### src/rtl/vend_payment_ctrl.sv
// ---------------------------------------------------------------------------
// vend_payment_ctrl
//   Payment controller for the vending datapath. When an item is selected it
//   latches the price, then adds up inserted coins until they cover that
//   price. It then requests a dispense with a valid/ready handshake and
//   finally returns any change. A customer cancel, a coin-inactivity timeout,
//   or a coin that would overflow the accumulator is also handled here.
//
// Parameters
//   PAID_W       accumulator / change width (must be >= PRICE_W)
//   PRICE_W      item price width
//   COIN_W       width of one coin value
//   TIMEOUT_CYC  idle cycles in COLLECT before an automatic cancel (>= 1)
//
// Ports
//   clk, rst        rising-edge clock, asynchronous active-high reset
//   select_valid    item selected; price is sampled in the same cycle
//   price           item price
//   coin_valid      coin inserted this cycle, with value coin_value
//   cancel          customer abort request
//   dispense_ready  dispenser accepts the dispense request
//   paid            accumulated payment (registered)
//   is_sufficient   paid covers the latched price (COLLECT/DISPENSE only)
//   dispense_valid  dispense request, held until dispense_ready
//   change_valid    one-cycle pulse, change_amount is valid
//   change_amount   change to return; holds until the next change phase
//   coin_reject     one-cycle pulse, coin refused and not added
//   timeout         one-cycle pulse, inactivity auto-cancel
//   busy            controller is not idle
// ---------------------------------------------------------------------------
module vend_payment_ctrl #(
  parameter int PAID_W      = 8,
  parameter int PRICE_W     = 6,
  parameter int COIN_W      = 4,
  parameter int TIMEOUT_CYC = 16
) (
  input  logic               clk,
  input  logic               rst,
  input  logic               select_valid,
  input  logic [PRICE_W-1:0] price,
  input  logic               coin_valid,
  input  logic [COIN_W-1:0]  coin_value,
  input  logic               cancel,
  input  logic               dispense_ready,
  output logic [PAID_W-1:0]  paid,
  output logic               is_sufficient,
  output logic               dispense_valid,
  output logic               change_valid,
  output logic [PAID_W-1:0]  change_amount,
  output logic               coin_reject,
  output logic               timeout,
  output logic               busy
);

  localparam int TMR_W = $clog2(TIMEOUT_CYC + 1);

  typedef enum logic [1:0] {
    IDLE,
    COLLECT,
    DISPENSE,
    CHANGE
  } state_t;

  state_t            state_q, state_d;
  logic [PAID_W-1:0] paid_q, paid_d;
  logic [PAID_W-1:0] price_q, price_d;
  logic [PAID_W-1:0] change_q, change_d;
  logic [TMR_W-1:0]  timer_q, timer_d;
  logic              dv_q, dv_d;
  logic              cv_q, cv_d;
  logic              rej_q, rej_d;
  logic              to_q, to_d;

  // One extra bit on the sum exposes accumulator overflow as a carry out.
  logic [PAID_W:0]   coin_sum;
  logic              coin_fits;
  logic              timer_hit;

  assign coin_sum  = {1'b0, paid_q} + (PAID_W+1)'(coin_value);
  assign coin_fits = ~coin_sum[PAID_W];
  // The timer holds the number of completed coin-free cycles; once that count
  // equals TIMEOUT_CYC the current cycle turns into an automatic cancel.
  assign timer_hit = (timer_q == TMR_W'(TIMEOUT_CYC));

  // State and output registers. Reset clears everything, whatever the state.
  always_ff @(posedge clk or posedge rst) begin
    if (rst) begin
      state_q  <= IDLE;
      paid_q   <= '0;
      price_q  <= '0;
      change_q <= '0;
      timer_q  <= '0;
      dv_q     <= 1'b0;
      cv_q     <= 1'b0;
      rej_q    <= 1'b0;
      to_q     <= 1'b0;
    end else begin
      state_q  <= state_d;
      paid_q   <= paid_d;
      price_q  <= price_d;
      change_q <= change_d;
      timer_q  <= timer_d;
      dv_q     <= dv_d;
      cv_q     <= cv_d;
      rej_q    <= rej_d;
      to_q     <= to_d;
    end
  end

  // Next-state and next-output logic. The pulse outputs default low so that
  // each one lasts a single cycle. In COLLECT, an abort (cancel or timeout)
  // wins over everything else, and any coin in that cycle is refused.
  always_comb begin
    state_d  = state_q;
    paid_d   = paid_q;
    price_d  = price_q;
    change_d = change_q;
    timer_d  = timer_q;
    dv_d     = dv_q;
    cv_d     = 1'b0;
    rej_d    = 1'b0;
    to_d     = 1'b0;

    case (state_q)
      IDLE: begin
        rej_d = coin_valid;
        if (select_valid) begin
          price_d = PAID_W'(price);
          paid_d  = '0;
          timer_d = '0;
          state_d = COLLECT;
        end
      end

      COLLECT: begin
        if (cancel || timer_hit) begin
          to_d     = ~cancel;
          change_d = paid_q;
          cv_d     = 1'b1;
          rej_d    = coin_valid;
          state_d  = CHANGE;
        end else begin
          timer_d = timer_q + TMR_W'(1);
          if (coin_valid) begin
            if (coin_fits) begin
              paid_d  = coin_sum[PAID_W-1:0];
              timer_d = '0;
            end else begin
              rej_d = 1'b1;
            end
          end
          // A coin in the same cycle is still added; the excess becomes change.
          if (paid_q >= price_q) begin
            dv_d    = 1'b1;
            state_d = DISPENSE;
          end
        end
      end

      DISPENSE: begin
        rej_d = coin_valid;
        if (dispense_ready) begin
          dv_d     = 1'b0;
          change_d = paid_q - price_q;
          cv_d     = 1'b1;
          state_d  = CHANGE;
        end
      end

      CHANGE: begin
        rej_d   = coin_valid;
        paid_d  = '0;
        price_d = '0;
        state_d = IDLE;
      end

      default: begin
        state_d = IDLE;
      end
    endcase
  end

  assign paid           = paid_q;
  assign dispense_valid = dv_q;
  assign change_valid   = cv_q;
  assign change_amount  = change_q;
  assign coin_reject    = rej_q;
  assign timeout        = to_q;
  assign busy           = (state_q != IDLE);
  assign is_sufficient  = ((state_q == COLLECT) || (state_q == DISPENSE)) &&
                          (paid_q >= price_q);

endmodule
### config.mk
export PLATFORM = sky130hd
export DESIGN_NAME = vend_payment_ctrl
export DESIGN_NICKNAME = d
export VERILOG_FILES = /design/src/rtl/vend_payment_ctrl.sv
export SDC_FILE = /design/constraint.sdc
export NUM_CORES = 1
export LEC_CHECK = 0
export ABC_AREA = 1
export CAP_MARGIN = 40
export CORE_UTILIZATION = 60
export DETAILED_ROUTE_END_ITERATION = 16
export DONT_BUFFER_PORTS = 1
export PLACE_DENSITY = 0.74
export SLEW_MARGIN = 20
export SYNTH_ARGS = -nofsm -noshare
export SYNTH_HDL_FRONTEND = slang
export SYNTH_SLANG_ARGS = --single-unit
### constraint.sdc
create_clock -name clk -period 5.78 [get_ports clk]
set_input_delay 0.867 -clock clk [delete_from_list [all_inputs] [get_ports clk]]
set_output_delay 0.867 -clock clk [all_outputs]
set_load 0.03 [all_outputs]
-- Yosys cells after proc, flatten, opt, wreduce, memory -nomap -nowiden
Index checks and enable logic that the tools add are counted.
- bits in registers: 35
- input bits: 16
- output and inout bits: 22
- word-level logic and storage cells: 75
- add/subtract/negate cells: 3
- order comparisons: 1
- eq/ne operators: 12
- muxes and demuxes: 33
- bitwise operators: 1
- reduce and logical (&&, ||, !) cells: 16
- operator list (kind ; count):
    two-way mux 8 bit ; 7
    one-hot mux 8 bit (2 select lines) ; 2
    one-hot mux 8 bit (3 select lines) ; 1
    two-way mux 5 bit ; 4
    != test 2 bit (second input constant) ; 7
    two-way mux 1 bit ; 10
    one-hot mux 5 bit (2 select lines) ; 1
    adder 8 x 4 -> 9 bit ; 1
    AND reduction 3 bit ; 3
    >= comparator 8 bit ; 1
    two-way mux 2 bit ; 4
    one-hot mux 2 bit (4 select lines) ; 1
    nonzero test 2 bit ; 4
    subtractor 8 bit ; 1
    one-hot mux 1 bit (2 select lines) ; 3
    adder 5 x 1 -> 5 bit (second input constant) ; 1
    equality test 5 bit (second input constant) ; 1
    AND reduction 5 bit ; 1
    equality test 2 bit (second input constant) ; 2
    AND reduction 4 bit ; 1
    != test 3 bit (second input constant) ; 1
    nonzero test 3 bit ; 1
    OR reduction 3 bit ; 1
    equality test 2 x 1 -> 1 bit (second input constant) ; 1
    other kinds (5) ; 6

-- Depth between registers and ports, before layout
Gate-level depths: netlist of run 1.
- depth after elaboration: 5
- gate-level depth with buffers: 13
- depth with buffers taken out: 13

-- Worst setup path after synthesis of run 1
No wires, ideal clock.
- path type: flip-flop to output port
- start: register paid_q[0] (netlist: paid[0])
- end: output is_sufficient
- arrival time: 2.073 ns
- required time: 4.913 ns
- slack: 2.840 ns
- cell stages (with the launch flop): 11
- path buffers: 0
- path through: dfrtp_1 inv_1 ha_1 fa_1 inv_1 nand3_1 nand2_1 nand3_1 nand2_1 inv_1 nor2_1
- longest elaborated chain between the ends: 2
- ends and longest elaborated chain (element ; RTL line ; text):
    from (decl) ; 65 ; logic [PAID_W-1:0] paid_q, paid_d;
    from (signal assigned) ; 99 ; paid_q <= paid_d;
    >= comparator 8 bit ; 191 ; (paid_q >= price_q);
    logical AND 1 bit ; 190 ; assign is_sufficient = ((state_q == COLLECT) || (state_q == DISPENSE)) &&
    to (decl) ; 46 ; output logic is_sufficient,
No other way between the ends.

-- Worst setup path in the final report of run 1
Same ends and word-level chain as after synthesis.

==> results of run 1 <==
[logic make-up after synthesis]
group                      count (synthesis)  synth area share (%)
adders and majority gates                 19                  11.3
and+or+nand+nor                          158                  31.5
DFF                                       33                  36.9
buffers and inverters                     48                  8.38
AOI/OAI and AO/OA                         38                  9.56
xor gates and xnor gates                   6                  2.35
[registers in the layout, indices dropped and copies added, names as in the netlist]
signal	cells
coin_reject	1
timeout	1
timer_q	5
dispense_valid	1
price_q	6
paid	8
change_amount	8
state_q	2
change_valid	1
[worst min path at each step]
stage / end / depth (start not counted) / from / slack, ns
3_3_place_gp: price_q[2] / 2 / price_q[2] / 0.51
4_1_cts: timeout / 1 / rst / 0.53
2_1_floorplan: price_q[2] / 2 / price_q[2] / 0.49
3_5_place_dp: price_q[2] / 2 / price_q[2] / 0.52
6_report: timeout / 1 / rst / 0.51
5_1_grt: price_q[0] / 2 / price_q[0] / 0.56
[per-stage QoR]
| step | area, µm² | total power, mW | hold slack (ns) |
|---|---|---|---|
| after floorplan | 2240 | 0.970 | 0.489 |
| after global placement | 2280 | 1.09 | 0.509 |
| after detailed placement | 2280 | 1.09 | 0.517 |
| after CTS | 2380 | 1.29 | 0.532 |
| after global routing | 2380 | 1.41 | 0.558 |
| final | 2380 | 1.28 | 0.514 |
[critical path: cells and delay by family, from the launching register on]
family	cells	cell delay, ns
buf+inv	3	0.22
flops	1	0.58
simple gates	5	0.80
fa+ha+maj	2	0.66
[power by group]
part / internal, mW / leakage, nW / total (mW) / switching [mW]
registers: 0.302 / 0.434 / 0.431 / 0.130
logic: 0.213 / 0.757 / 0.661 / 0.448
clock network: 0.108 / 0.0542 / 0.192 / 0.0849
[layout by cell type, fill, tap and decap left out]
master                     Yosys  final
sky130_fd_sc_hd__nor2_2        1      1
sky130_fd_sc_hd__clkinv_2      0      1
sky130_fd_sc_hd__nor3_1        2      2
sky130_fd_sc_hd__a41oi_1       1      1
sky130_fd_sc_hd__buf_4         0      1
sky130_fd_sc_hd__clkbuf_8      0      7
sky130_fd_sc_hd__o21bai_1      1      1
sky130_fd_sc_hd__o21ai_0       3      3
sky130_fd_sc_hd__or2_2         2      2
sky130_fd_sc_hd__nand3_1      37     37
sky130_fd_sc_hd__o21ai_1      18     18
sky130_fd_sc_hd__xnor2_1       1      1
sky130_fd_sc_hd__nand3_4       1      1
sky130_fd_sc_hd__a21oi_1       9      9
sky130_fd_sc_hd__nand4_1       6      6
sky130_fd_sc_hd__inv_2         5      5
sky130_fd_sc_hd__nand3_2       1      1
sky130_fd_sc_hd__ha_1         17     17
sky130_fd_sc_hd__o211ai_1      4      4
sky130_fd_sc_hd__xor2_1        5      5
sky130_fd_sc_hd__nand2_2       4      4
sky130_fd_sc_hd__a21oi_2       2      2
sky130_fd_sc_hd__dfrtp_1      33     33
sky130_fd_sc_hd__nor2_1       11     11
sky130_fd_sc_hd__nand2_1      90     90
sky130_fd_sc_hd__inv_1        39     39
sky130_fd_sc_hd__fa_1          2      2
sky130_fd_sc_hd__or2_1         2      2
sky130_fd_sc_hd__nor3_2        1      1
[metal layers]
metal	track usage (%)	wire, µm	vias up
li1	-	-	987
met2	43.8	2310	65
met3	5.80	278	7
met1	33.8	2140	883
met5	0	0	-
met4	13.1	71	0
[cell type report]
class | instances | area, µm² | area share (%)
multi-input cells | 221 | 1220 | 51.4
flip-flops and latches | 33 | 826 | 34.7
inverters | 44 | 165 | 6.93
clock buffers | 7 | 96.3 | 4.04
well taps | 46 | 57.6 | 2.42
repair buffers | 1 | 7.51 | 0.315
clock inverters | 1 | 5.00 | 0.210
==> results, run 1 <==
- After layout, the worst setup slack is 2.37 ns.
- The core footprint is 3440 µm².
- The clock drives 33 sinks.
- The sequential area share after synthesis is 36.9%.
- The kind of capture point of the worst setup path is an output pin.
- For the worst-skew pair, the clock arrives at the later sink with an insertion delay of 0.28 ns.
- In this run the worst path has a maximum fanout of 5.
- Data arrives at the worst endpoint at 2.55 ns.
- Buffers added to address setup during post-CTS repair amount to 0.
- For this run, the detailed router's first-pass iteration total came to 4.
- The wire length after detailed routing is just under 5 mm.
- The worst-case vdd ir drop is between 0.4 and 0.5 mV.
- In the finished design, the share of the clock period the worst path needs comes to roughly three fifths.
- The die is between 60 and 70 µm wide.
- Relative to the synthesized area, the layout overhead comes to 6.43%.
- The minimum setup slack after placement is 2.68 ns.
- The die covers 3980 µm².
- The post-synth net total is 337.
- For this run, the total global-route usage over all layers was measured as 27.0%.
- The end-of-flow core utilization is 69.2%.
- The number of maximum-capacitance violations is 0.
- At the pin with the least slew margin, the transition time is just under 0.8 ns.
- The row count is 21.
- After clock tree synthesis, the flow added hold-fix buffers numbering 0.
- The worst-case clock buffer depth is 2.
- TritonCTS built the clock tree.
- The post-synthesis instance area is 2240 µm².
- After the first detailed-routing iteration, the DRC count stood at 161.
- The critical path ends at is_sufficient.
- The dominant register cell in the synthesized netlist is sky130_fd_sc_hd__dfrtp_1.
- Dividing the detail-routed wire length by the instance count gives 13.6 µm.
- The share of synthesized registers carrying an async set or reset is 100%.
- The largest individual stage delay along the critical path comes from the cell sky130_fd_sc_hd__dfrtp_1.
- The worst setup skew after layout is between 0.005 and 0.006 ns.
- The max-slew violation total from the final report is 0.
- The repair_antennas step left the layout with diodes totalling 0.
- The number of cells on the worst reg-to-reg path is 12.
- Counting every instance in the synthesized netlist gives about 300.
- The endpoint identified for the worst register-to-register timing path is paid[0].
- The library cell appearing most often on the critical path is sky130_fd_sc_hd__inv_1.
- The via count normalized by instance count is 5.50.
- Summed over all cells, the static leakage comes to 1.25 nW.
- Ranked by total cell area, the synthesized netlist is headed by sky130_fd_sc_hd__dfrtp_1 37%, sky130_fd_sc_hd__nand2_1 15%, sky130_fd_sc_hd__ha_1 9.5%.
- The flow ran to the end, and the final reports show no timing, DRC or antenna violations.
- The detail route stage leaves a number of antenna-violating nets equal to 0.
- Dividing the synthesized area by the synthesized cell count gives 7.41 µm².
- The first global-routing pass estimated 8.18 mm of wire.
- In this run the register-to-register setup slack is 3.48 ns.
- After synthesis, the largest area contributor takes up 36.9% of total cell area.
- The origin of the critical flop-to-flop path is paid[0].
- The half-perimeter wire length of the detailed placement result is 3.70 mm.
- The kind of start point of the critical path is a register.
- The final critical delay including setup and external delays is 3.41 ns.
- Once the clock tree was built, the resizer swapped 0 gates to a different size.
- The clock-pin transition on the worst setup and hold timing paths is 0.07 ns.
- In this run, synthesis inferred 0 flip-flops with an integrated enable.
- Traced cell by cell, the critical path runs through inv_1 > ha_1 > fa_1 > inv_1 > nand3_1 > nand2_1 > nand3_1 > nand2_1 > inv_1 > nor2_1.
- Entering global routing, the biggest net connects 20 pins.
- The number of buffers added by the clock tree synthesis step is 5.
- The number of antenna violations at the first check in global routing is 0.
- The initial standard-cell utilization of the core is 65.0%.
- The deepest level of the CTS H-tree is 2.
- The count of port buffers added during placement is 0.
- The worst setup path startpoint is paid[0].
- The post-placement cell count is 345.
- The largest single stage delay on the critical path is 0.58 ns.
- At the end of the flow, the number of nets in the layout was 341.
- In this run the power density over the cells is 539 nW/µm².
- The class of the tightest hold or removal check is in2async.
- In the routed design, unresolved DRC markers number 0.
- Measured against its own limit, the worst slew margin works out to between 40% and 50%.
- In this run the vertical extent of the chip is ~63 µm.
- Timing would allow up to 293 MHz.
- The kind of critical path is reg2out.
- The final hold violation count was 0.
- The most numerous cell in the Yosys netlist is sky130_fd_sc_hd__nand2_1.
- After routing, the total negative slack on setup checks comes to 0 ns.
- sky130_fd_sc_hd__dfrtp_1 takes more of the synthesized area than any other cell.
- The count of fill cells added during filler insertion is 292.
- For this design the top-level I/O count stands at 38.
- The buffer type at the clock tree root is sky130_fd_sc_hd__clkbuf_8.
- The final cell count without fillers is 353.
- By count the netlist is led by 90 x sky130_fd_sc_hd__nand2_1, 39 x sky130_fd_sc_hd__inv_1, 37 x sky130_fd_sc_hd__nand3_1.
- Data on the critical path is required at its endpoint by around 5 ns.
- The count of distinct cell types in the synthesized netlist is 28.
- The register bit total from synthesis is 33.
- Setup repair after global routing left no endpoint under its margin.
- Routability-driven placement finished with a final weighted congestion of 0.902.
- Across all layers, the routed design uses 1,942 vias.
- The layout cell share with drive strength beyond 1 is 8.47%.
- The total of warnings raised by yosys is 0.
- The via count of the first global-routing pass is 1,782.
- The remaining global-route overflow is 0.
- Setup violations remaining at the end of the flow were counted as 0.
(Power assumes the default switching activity.)
==> run 2, diff against run 1 <==
--- a/config.mk
+++ b/config.mk
@@ -5,12 +5,12 @@
 export SDC_FILE = /design/constraint.sdc
 export NUM_CORES = 1
 export LEC_CHECK = 0
-export ABC_AREA = 1
+export ABC_AREA = 0
 export CAP_MARGIN = 40
-export CORE_UTILIZATION = 60
+export CORE_UTILIZATION = 57
 export DETAILED_ROUTE_END_ITERATION = 16
 export DONT_BUFFER_PORTS = 1
-export PLACE_DENSITY = 0.74
+export PLACE_DENSITY = 0.73
 export SLEW_MARGIN = 20
 export SYNTH_ARGS = -nofsm -noshare
 export SYNTH_HDL_FRONTEND = slang
==> constraint.sdc (replaced) <==
create_clock -name clk -period 2.8 [get_ports clk]
set_input_delay 0.42 -clock clk [delete_from_list [all_inputs] [get_ports clk]]
set_output_delay 0.42 -clock clk [all_outputs]
set_load 0.03 [all_outputs]
==> run 2 against run 1 <==
Sequential share of layout area shrank 0.89 points. Power grew 120%. Critical path depth shrank 2. Via count shrank 7.3%. Non-clock buffer count grew 11. Die area grew 4.6%. Area after synthesis shrank 0.50%. Routed wire length grew 1.9%. Clock power grew 94%. Worst hold slack lost 0.42 ns. Critical path type unchanged. Largest power group unchanged.
==> results, run 2 <==
- The total of warnings raised by yosys is 0 (unchanged).
- STA classifies the critical path startpoint as a register.
- The top fanout value on the critical path is 3 (-2).
- The clock-pin transition on the worst setup and hold timing paths is 0.07 ns (about the same).
- The clock latency reported for the late side of the worst-skew pair is 0.30 ns (+0.02 ns).
- The tree is rooted in a sky130_fd_sc_hd__clkbuf_8.
- The number of nets still failing antenna checks after routing was 0 (unchanged).
- The cell taking the most area after synthesis is sky130_fd_sc_hd__dfrtp_1.
- The count of distinct cell types in the synthesized netlist is 58 (+110%).
- The initial standard-cell utilization of the core is 59.9% (-5.1 points).
- The area of the die was 4160 µm² (+4.6%).
- The antenna diode instance count came to 0 (unchanged).
- The die outline height is 64.5 µm (+2.3%).
- The width of the chip is 64.5 µm (+2.3%).
- The via count normalized by instance count is 5.98 (+8.7%).
- The first-pass GRT wire length is 8.44 mm (+3.2%).
- The worst-case vdd ir drop was 0.893 mV (+120%).
- The max-slew violation total from the final report is 0 (unchanged).
- The relative max-transition margin is 61.0% (+14 points).
- The measured slew at the worst slew-check pin is 0.579 ns (-0.209 ns).
- The number of buffers added by the clock tree synthesis step was 5 (unchanged).
- The initial detailed-routing violation count is 112 (-30%).
- In the synthesized netlist, the cells that appear most often are 33 x sky130_fd_sc_hd__dfrtp_1, 21 x sky130_fd_sc_hd__inv_1, 21 x sky130_fd_sc_hd__nor2_1.
- The routed wire length on met3 was 291 µm (+4.7%).
- The most numerous cell in the Yosys netlist is sky130_fd_sc_hd__dfrtp_1.
- The instance count of the mapped netlist came to 239 (-21%).
- The routed length on met2 is 2.34 mm (+1.3%).
- The library cells used most frequently in the layout, excluding fill and tap cells, are 33 x sky130_fd_sc_hd__dfrtp_1, 21 x sky130_fd_sc_hd__nor2_1, 21 x sky130_fd_sc_hd__inv_1.
- The detailed-routing wirelength on met1 is 2.19 mm (+2.3%).
- The count of TritonRoute iterations in the first routing pass is 4 (unchanged).
- The worst setup skew after layout is 0.00805 ns (+0.00300 ns).
- The number of synthesized flops with an enable pin is 0 (unchanged).
- The final hold violation count is 0 (unchanged).
- The final net count came to 288 (-16%).
- The global-route total usage across every layer came to 27.0% (about the same).
- The count of port buffers added during placement is 0 (unchanged).
- The count of clock tree sinks is 33 (unchanged).
- The final cell count without fillers is 301 (-15%).
- The remaining global-route overflow is 0 (unchanged).
- The critical path is of the reg2out type.
- The average footprint of a synthesized cell is 9.32 µm² (+26%).
- The area taken by flip-flops and latches is 826 µm² (unchanged).
- Based on the critical path, the design can be clocked at up to 382 MHz.
- The total DRC errors in the routed layout was 0 (unchanged).
- Setup repair after global routing left no endpoint under its margin.
- The area share of the largest cell type after synthesis was 37.1% (+0.19 points).
- The required time of the critical path is 2.38 ns (-2.53 ns).
- The setup TNS came to 0 ns (unchanged).
- The post-synth net total is 274 (-19%).
- The final RePlAce weighted congestion is 0.865 (-4.1%).
- The total area of multi-input combinational cells came to 1300 µm² (+6.1%).
- The post-synthesis instance area came to 2230 µm² (-0.50%).
- The kind of capture point of the worst setup path is an output pin.
- The deepest level of the CTS H-tree is 2 (unchanged).
- The layout-stage area growth over the synthesis result is 9.78%.
- The post-placement cell count is 293 (-15%).
- The hold buffer count at cts is 0 (unchanged).
- The pin count of the biggest net entering global routing is 34 (+70%).
- The final-report setup violation count is 0 (unchanged).
- The count of fill cells added during filler insertion is 304 (+4.1%).
- The final critical delay including setup and external delays is 2.62 ns.
- The number of primary I/O pins is 38 (unchanged).
- By area the synthesized netlist is led by sky130_fd_sc_hd__dfrtp_1 37%, sky130_fd_sc_hd__ha_1 9.6%, sky130_fd_sc_hd__a21oi_1 4.3%.
- The arrival time at the worst endpoint was 2.20 ns (-0.35 ns).
- The row count is 22 (+4.8%).
- The worst hold-check slack is 0.0907 ns (-0.424 ns).
- The layout cell share with drive strength beyond 1 is 13.0% (+4.6 points).
- The wire length per cell after detailed routing was 16.3 µm (+19%).
- The power density normalized to cell area is 1130 nW/µm² (+110%).
- The overall power of the completed layout was 2.77 mW (+120%).
- The CTS tree is done.
- The wire length after detailed routing is 4.89 mm (+1.9%).
- Leaving out fill and tap cells, the most frequent cell in the layout is sky130_fd_sc_hd__dfrtp_1.
- The share of synthesized registers carrying an async set or reset is 100% (unchanged).
- The worst-case clock buffer depth is 2 (unchanged).
- The uppermost layer routed is met4.
- The sequential area share after synthesis is 37.1% (+0.19 points).
- The register bit total from synthesis is 33 (unchanged).
- The class of the tightest hold or removal check is in2async.
- The dominant register cell in the synthesized netlist is sky130_fd_sc_hd__dfrtp_1.
- The number of vias in the routed layout is 1,800 (-7.3%).
- Of the available clock period, the critical path in the final layout requires 93.5%.
- The via count of the first global-routing pass is 1,769 (-0.73%).
- The number of maximum-capacitance violations is 0 (unchanged).
- The half-perimeter wire length of the detailed placement result came to 3.70 mm (about the same).
- The run finished with clean final reports.
- The standby leakage power was 1.09 nW (-13%).
- The core footprint is 3720 µm² (+8.0%).
- The number of antenna violations at the first check in global routing is 0 (unchanged).
[run 2: changes by cell type after synthesis, moves of 17 or more]
cell / delta
sky130_fd_sc_hd__inv_1: -18
sky130_fd_sc_hd__nand2_1: -71
sky130_fd_sc_hd__o21ai_1: -17
sky130_fd_sc_hd__nand3_1: -31
[run 2: logic make-up (layout without fill, tap and decap cells)]
family | count (synthesis) | after routing | share of synthesized area (%)
simple gates | 78 | 78 | 19.0
compound gates | 70 | 70 | 22.6
flops | 33 | 33 | 37.1
buf+inv | 27 | 41 | 4.78
fa+ha+maj | 19 | 19 | 11.3
xor+xnor | 6 | 6 | 2.36
mux | 6 | 6 | 2.87
[run 2: layer usage]
metal | vias up | global-route usage, %
li1 | 884 | -
met5 | - | 0
met4 | 0 | 8.33
met1 | 858 | 35.0
met3 | 6 | 7.75
met2 | 52 | 43.3
[run 2: cell type report]
| class | count | area share, % |
|---|---|---|
| Inverter | 22 | 3.38 |
| Sequential cell | 33 | 33.8 |
| Tap cell | 48 | 2.46 |
| Multi-Input combinational cell | 179 | 53.2 |
| Timing Repair Buffer | 12 | 3.68 |
| Clock buffer | 7 | 3.53 |
[run 2: timing repair]
action                     CTS  global route
setup endpoints to repair    0             1
setup buffers                0             1
resized for setup            0             1
[run 2: path summary, 6_finish.rpt]
check | startpoint | end | slack [ns] | cells past startpoint
max in group asynchronous | rst | dispense_valid | 2.38 | 2
max reg2reg | paid[0] | paid[5] | 0.49 | 8
max | paid[0] | is_sufficient | 0.18 | 8
min | rst | paid[4] | 0.09 | 2
min in group clk | cancel | timeout | 0.20 | 1
min reg2reg | price_q[5] | price_q[5] | 0.50 | 1
[run 2: worst max-delay path, stage by stage (launching register included)]
cell,delay (ns)
sky130_fd_sc_hd__dfrtp_1,0.36
sky130_fd_sc_hd__inv_1,0.05
sky130_fd_sc_hd__ha_1,0.22
sky130_fd_sc_hd__fa_1,0.41
sky130_fd_sc_hd__nand2b_1,0.19
sky130_fd_sc_hd__a211oi_2,0.26
sky130_fd_sc_hd__nor2_1,0.12
sky130_fd_sc_hd__nor2b_1,0.13
sky130_fd_sc_hd__buf_4,0.17
[run 2: power breakdown]
part | switching [mW] | internal [mW]
combinational | 0.896 | 0.632
sequential | 0.252 | 0.617
clock | 0.177 | 0.195
[run 2: stage by stage]
stage          utilization, %  instance area (µm²)  worst slack (ns)
2_1_floorplan               -                 2230             0.139
3_3_place_gp             63.1                 2350             0.450
3_5_place_dp             63.1                 2350             0.411
4_1_cts                  65.5                 2430            0.0672
5_1_grt                  65.8                 2440            0.0180
6_report                 65.8                 2440             0.181
==> run 3, diff against run 2 <==
--- a/config.mk
+++ b/config.mk
@@ -5,7 +5,7 @@
 export SDC_FILE = /design/constraint.sdc
 export NUM_CORES = 1
 export LEC_CHECK = 0
-export ABC_AREA = 0
+export ABC_AREA = 1
 export CAP_MARGIN = 40
 export CORE_UTILIZATION = 57
 export DETAILED_ROUTE_END_ITERATION = 16
==> run 3 against run 2 <==
Count of clock-buffer cells in the layout is 1 lower. Largest cell class unchanged. Utilization fell by 0.91 points. Die area is 0.48% higher. Clock skew is essentially flat.
==> results, run 3 (synthesis gave the netlist of run 1 again) <==
- The run finished with clean final reports.
- The count of port buffers added during placement is 0 (unchanged).
- The highest clock frequency the design can meet came to 401 MHz (+5.1%).
- The count of fill cells added during filler insertion was 336 (+11%).
- The library cells used most frequently in the layout, excluding fill and tap cells, are 90 x sky130_fd_sc_hd__nand2_1, 39 x sky130_fd_sc_hd__inv_1, 37 x sky130_fd_sc_hd__nand3_1.
- Walking the worst path, the cells encountered are inv_1 > ha_1 > fa_1 > inv_1 > nand3_1 > nand2_1 > nand3_1 > nand2_1 > inv_1 > nor2_1 > buf_4.
- The first-pass GRT wire length is 8.69 mm (+3.0%).
- The slowest stage of the critical path belongs to the cell sky130_fd_sc_hd__fa_1.
- The total area of multi-input combinational cells came to 1220 µm² (-5.8%).
- The via count normalized by instance count is 5.51 (-7.9%).
- The relative max-transition margin came to 54.8% (-6.2 points).
- The post-placement cell count is 353 (+20%).
- The worst setup path startpoint is paid[0].
- The arrival time at the worst endpoint is 2.07 ns (-0.13 ns).
- The number of buffers added by the clock tree synthesis step came to 5 (unchanged).
- The final-report setup violation count came to 0 (unchanged).
- The number of primary I/O pins is 38 (unchanged).
- The number of maximum-capacitance violations came to 0 (unchanged).
- Setup repair after global routing left no endpoint under its margin.
- The kind of capture point of the worst setup path is an output pin.
- The wire length per cell after detailed routing came to 13.7 µm (-15%).
- The number of nets still failing antenna checks after routing is 0 (unchanged).
- The worst-case clock buffer depth came to 2 (unchanged).
- The hold buffer count at cts came to 0 (unchanged).
- The clock latency reported for the late side of the worst-skew pair is 0.28 ns (-0.02 ns).
- The depth of the worst register-to-register path is 13 (+5).
- The worst setup path is launched from a register.
- The end-of-flow core utilization is 64.9% (-0.91 points).
- The pin count of the biggest net entering global routing is 18 (-47%).
- The worst hold-check slack is 0.119 ns (+0.0281 ns).
- The standby leakage power is 1.27 nW (+17%).
- The final hold violation count came to 0 (unchanged).
- The remaining global-route overflow came to 0 (unchanged).
- The area of the die was 4180 µm² (+0.48%).
- The total DRC errors in the routed layout is 0 (unchanged).
- The commonest non-fill, non-tap cell in the layout is sky130_fd_sc_hd__nand2_1.
- The top fanout value on the critical path was 3 (unchanged).
- The core footprint was 3720 µm² (unchanged).
- The setup TNS is 0 ns (unchanged).
- The sum of buffers and inverters on the critical path was 4 (+2).
- The area taken by flip-flops and latches is 826 µm² (unchanged).
- The critical path depth in cells is 11 (+3).
- The deepest level of the CTS H-tree is 2 (unchanged).
- The tree is rooted in a sky130_fd_sc_hd__clkbuf_8.
- The global-route total usage across every layer is 26.9% (about the same).
- The max-slew violation total from the final report is 0 (unchanged).
- The origin of the critical flop-to-flop path is paid[0].
- The layout cell share with drive strength beyond 1 is 9.90% (-3.1 points).
- The post-CTS setup repair buffer count is 0 (unchanged).
- The width of the chip is 64.7 µm (+0.24%).
- The via count of the first global-routing pass was 1,951 (+10%).
- The number of gates given a new drive strength after cts is 0 (unchanged).
- The final cell count without fillers was 361 (+20%).
- The cell family contributing the most delay on the critical path is adder cells.
- The period utilization is 89.0% (-4.5 points).
- The kind of critical path is reg2out.
- The die outline height came to 64.7 µm (+0.24%).
- The required time of the critical path was 2.38 ns (about the same).
- The library cell appearing most often on the critical path is sky130_fd_sc_hd__inv_1.
- The antenna diode instance count is 0 (unchanged).
- The power density normalized to cell area is 1100 nW/µm² (-2.6%).
- The CTS tree is done.
- The largest stage delay on the critical path is 0.40 ns (about the same).
- The measured slew at the worst slew-check pin was 0.677 ns (+0.0976 ns).
- The initial detailed-routing violation count was 106 (-5.4%).
- The initial standard-cell utilization of the core was 60.2% (+0.30 points).
- The post-detailed-placement cell area was 2330 µm² (-0.75%).
- The layout-stage area growth over the synthesis result is 7.71%.
- The row count is 22 (unchanged).
- The number of antenna violations at the first check in global routing came to 0 (unchanged).
- The wire length after detailed routing is 4.96 mm (+1.4%).
- The final critical delay including setup and external delays is 2.49 ns (-0.127 ns).
- The count of clock tree sinks came to 33 (unchanged).
- The clock-pin transition on the worst setup and hold timing paths is 0.07 ns (about the same).
- The half-perimeter wire length of the detailed placement result is 3.81 mm (+3.0%).
- The worst-case vdd ir drop was 0.777 mV (-13%).
- The cell area after layout is 2410 µm² (-1.4%).
- The final RePlAce weighted congestion is 0.873 (+0.97%).
- The worst setup skew after layout was 0.00818 ns (+0.000132 ns).
- The final net count came to 347 (+20%).
- The class of the tightest hold or removal check is in2async.
- The number of vias in the routed layout is 1,988 (+10%).
- The count of TritonRoute iterations in the first routing pass is 4 (unchanged).
[run 3: cell count changes in the layout (fill, tap and decap cells not counted), sizes merged, moves of 6 or more]
cell and change:
nand3 +32, nor2b -6, nor2 -9, nand2 +75, o21ai +6, inv +23
a21oi -8
[run 3: per-stage QoR]
stage	power (mW)	setup slack, ns
2_1_floorplan	2.00	0.307
3_3_place_gp	2.29	0.669
3_5_place_dp	2.31	0.644
4_1_cts	2.66	0.330
5_1_grt	2.95	0.0283
6_report	2.66	0.308
[run 3: per-layer routing]
| metal | track usage (%) | vias up | wire [µm] |
|---|---|---|---|
| met2 | 45.3 | 50 | 2390 |
| met3 | 6.87 | 9 | 249 |
| met4 | 5.83 | 0 | 76 |
| met1 | 34.8 | 930 | 2240 |
| met5 | 0 | - | 0 |
| li1 | - | 999 | - |
[run 3: area by class of cell]
type | instances | share of cell area [%]
timing repair buffer | 7 | 2.18
multi-input combinational | 221 | 50.8
clock buffer | 6 | 3.01
tap | 48 | 2.49
sequential | 33 | 34.3
clock inverter | 2 | 0.415
inverter | 44 | 6.85
[run 3: path summary, 6_finish.rpt]
path | slack (ns) | to
max | 0.31 | is_sufficient
min | 0.12 | timer_q[2]
max reg2reg | 0.61 | paid[3]
min reg2reg | 0.53 | price_q[4]
max in group asynchronous | 1.98 | change_amount[6]
min in group clk | 0.21 | timeout
[run 3: power breakdown]
| part | internal, mW | total [mW] | switching (mW) |
|---|---|---|---|
| logic | 0.479 | 1.45 | 0.968 |
| clock network | 0.172 | 0.340 | 0.168 |
| registers | 0.623 | 0.872 | 0.249 |
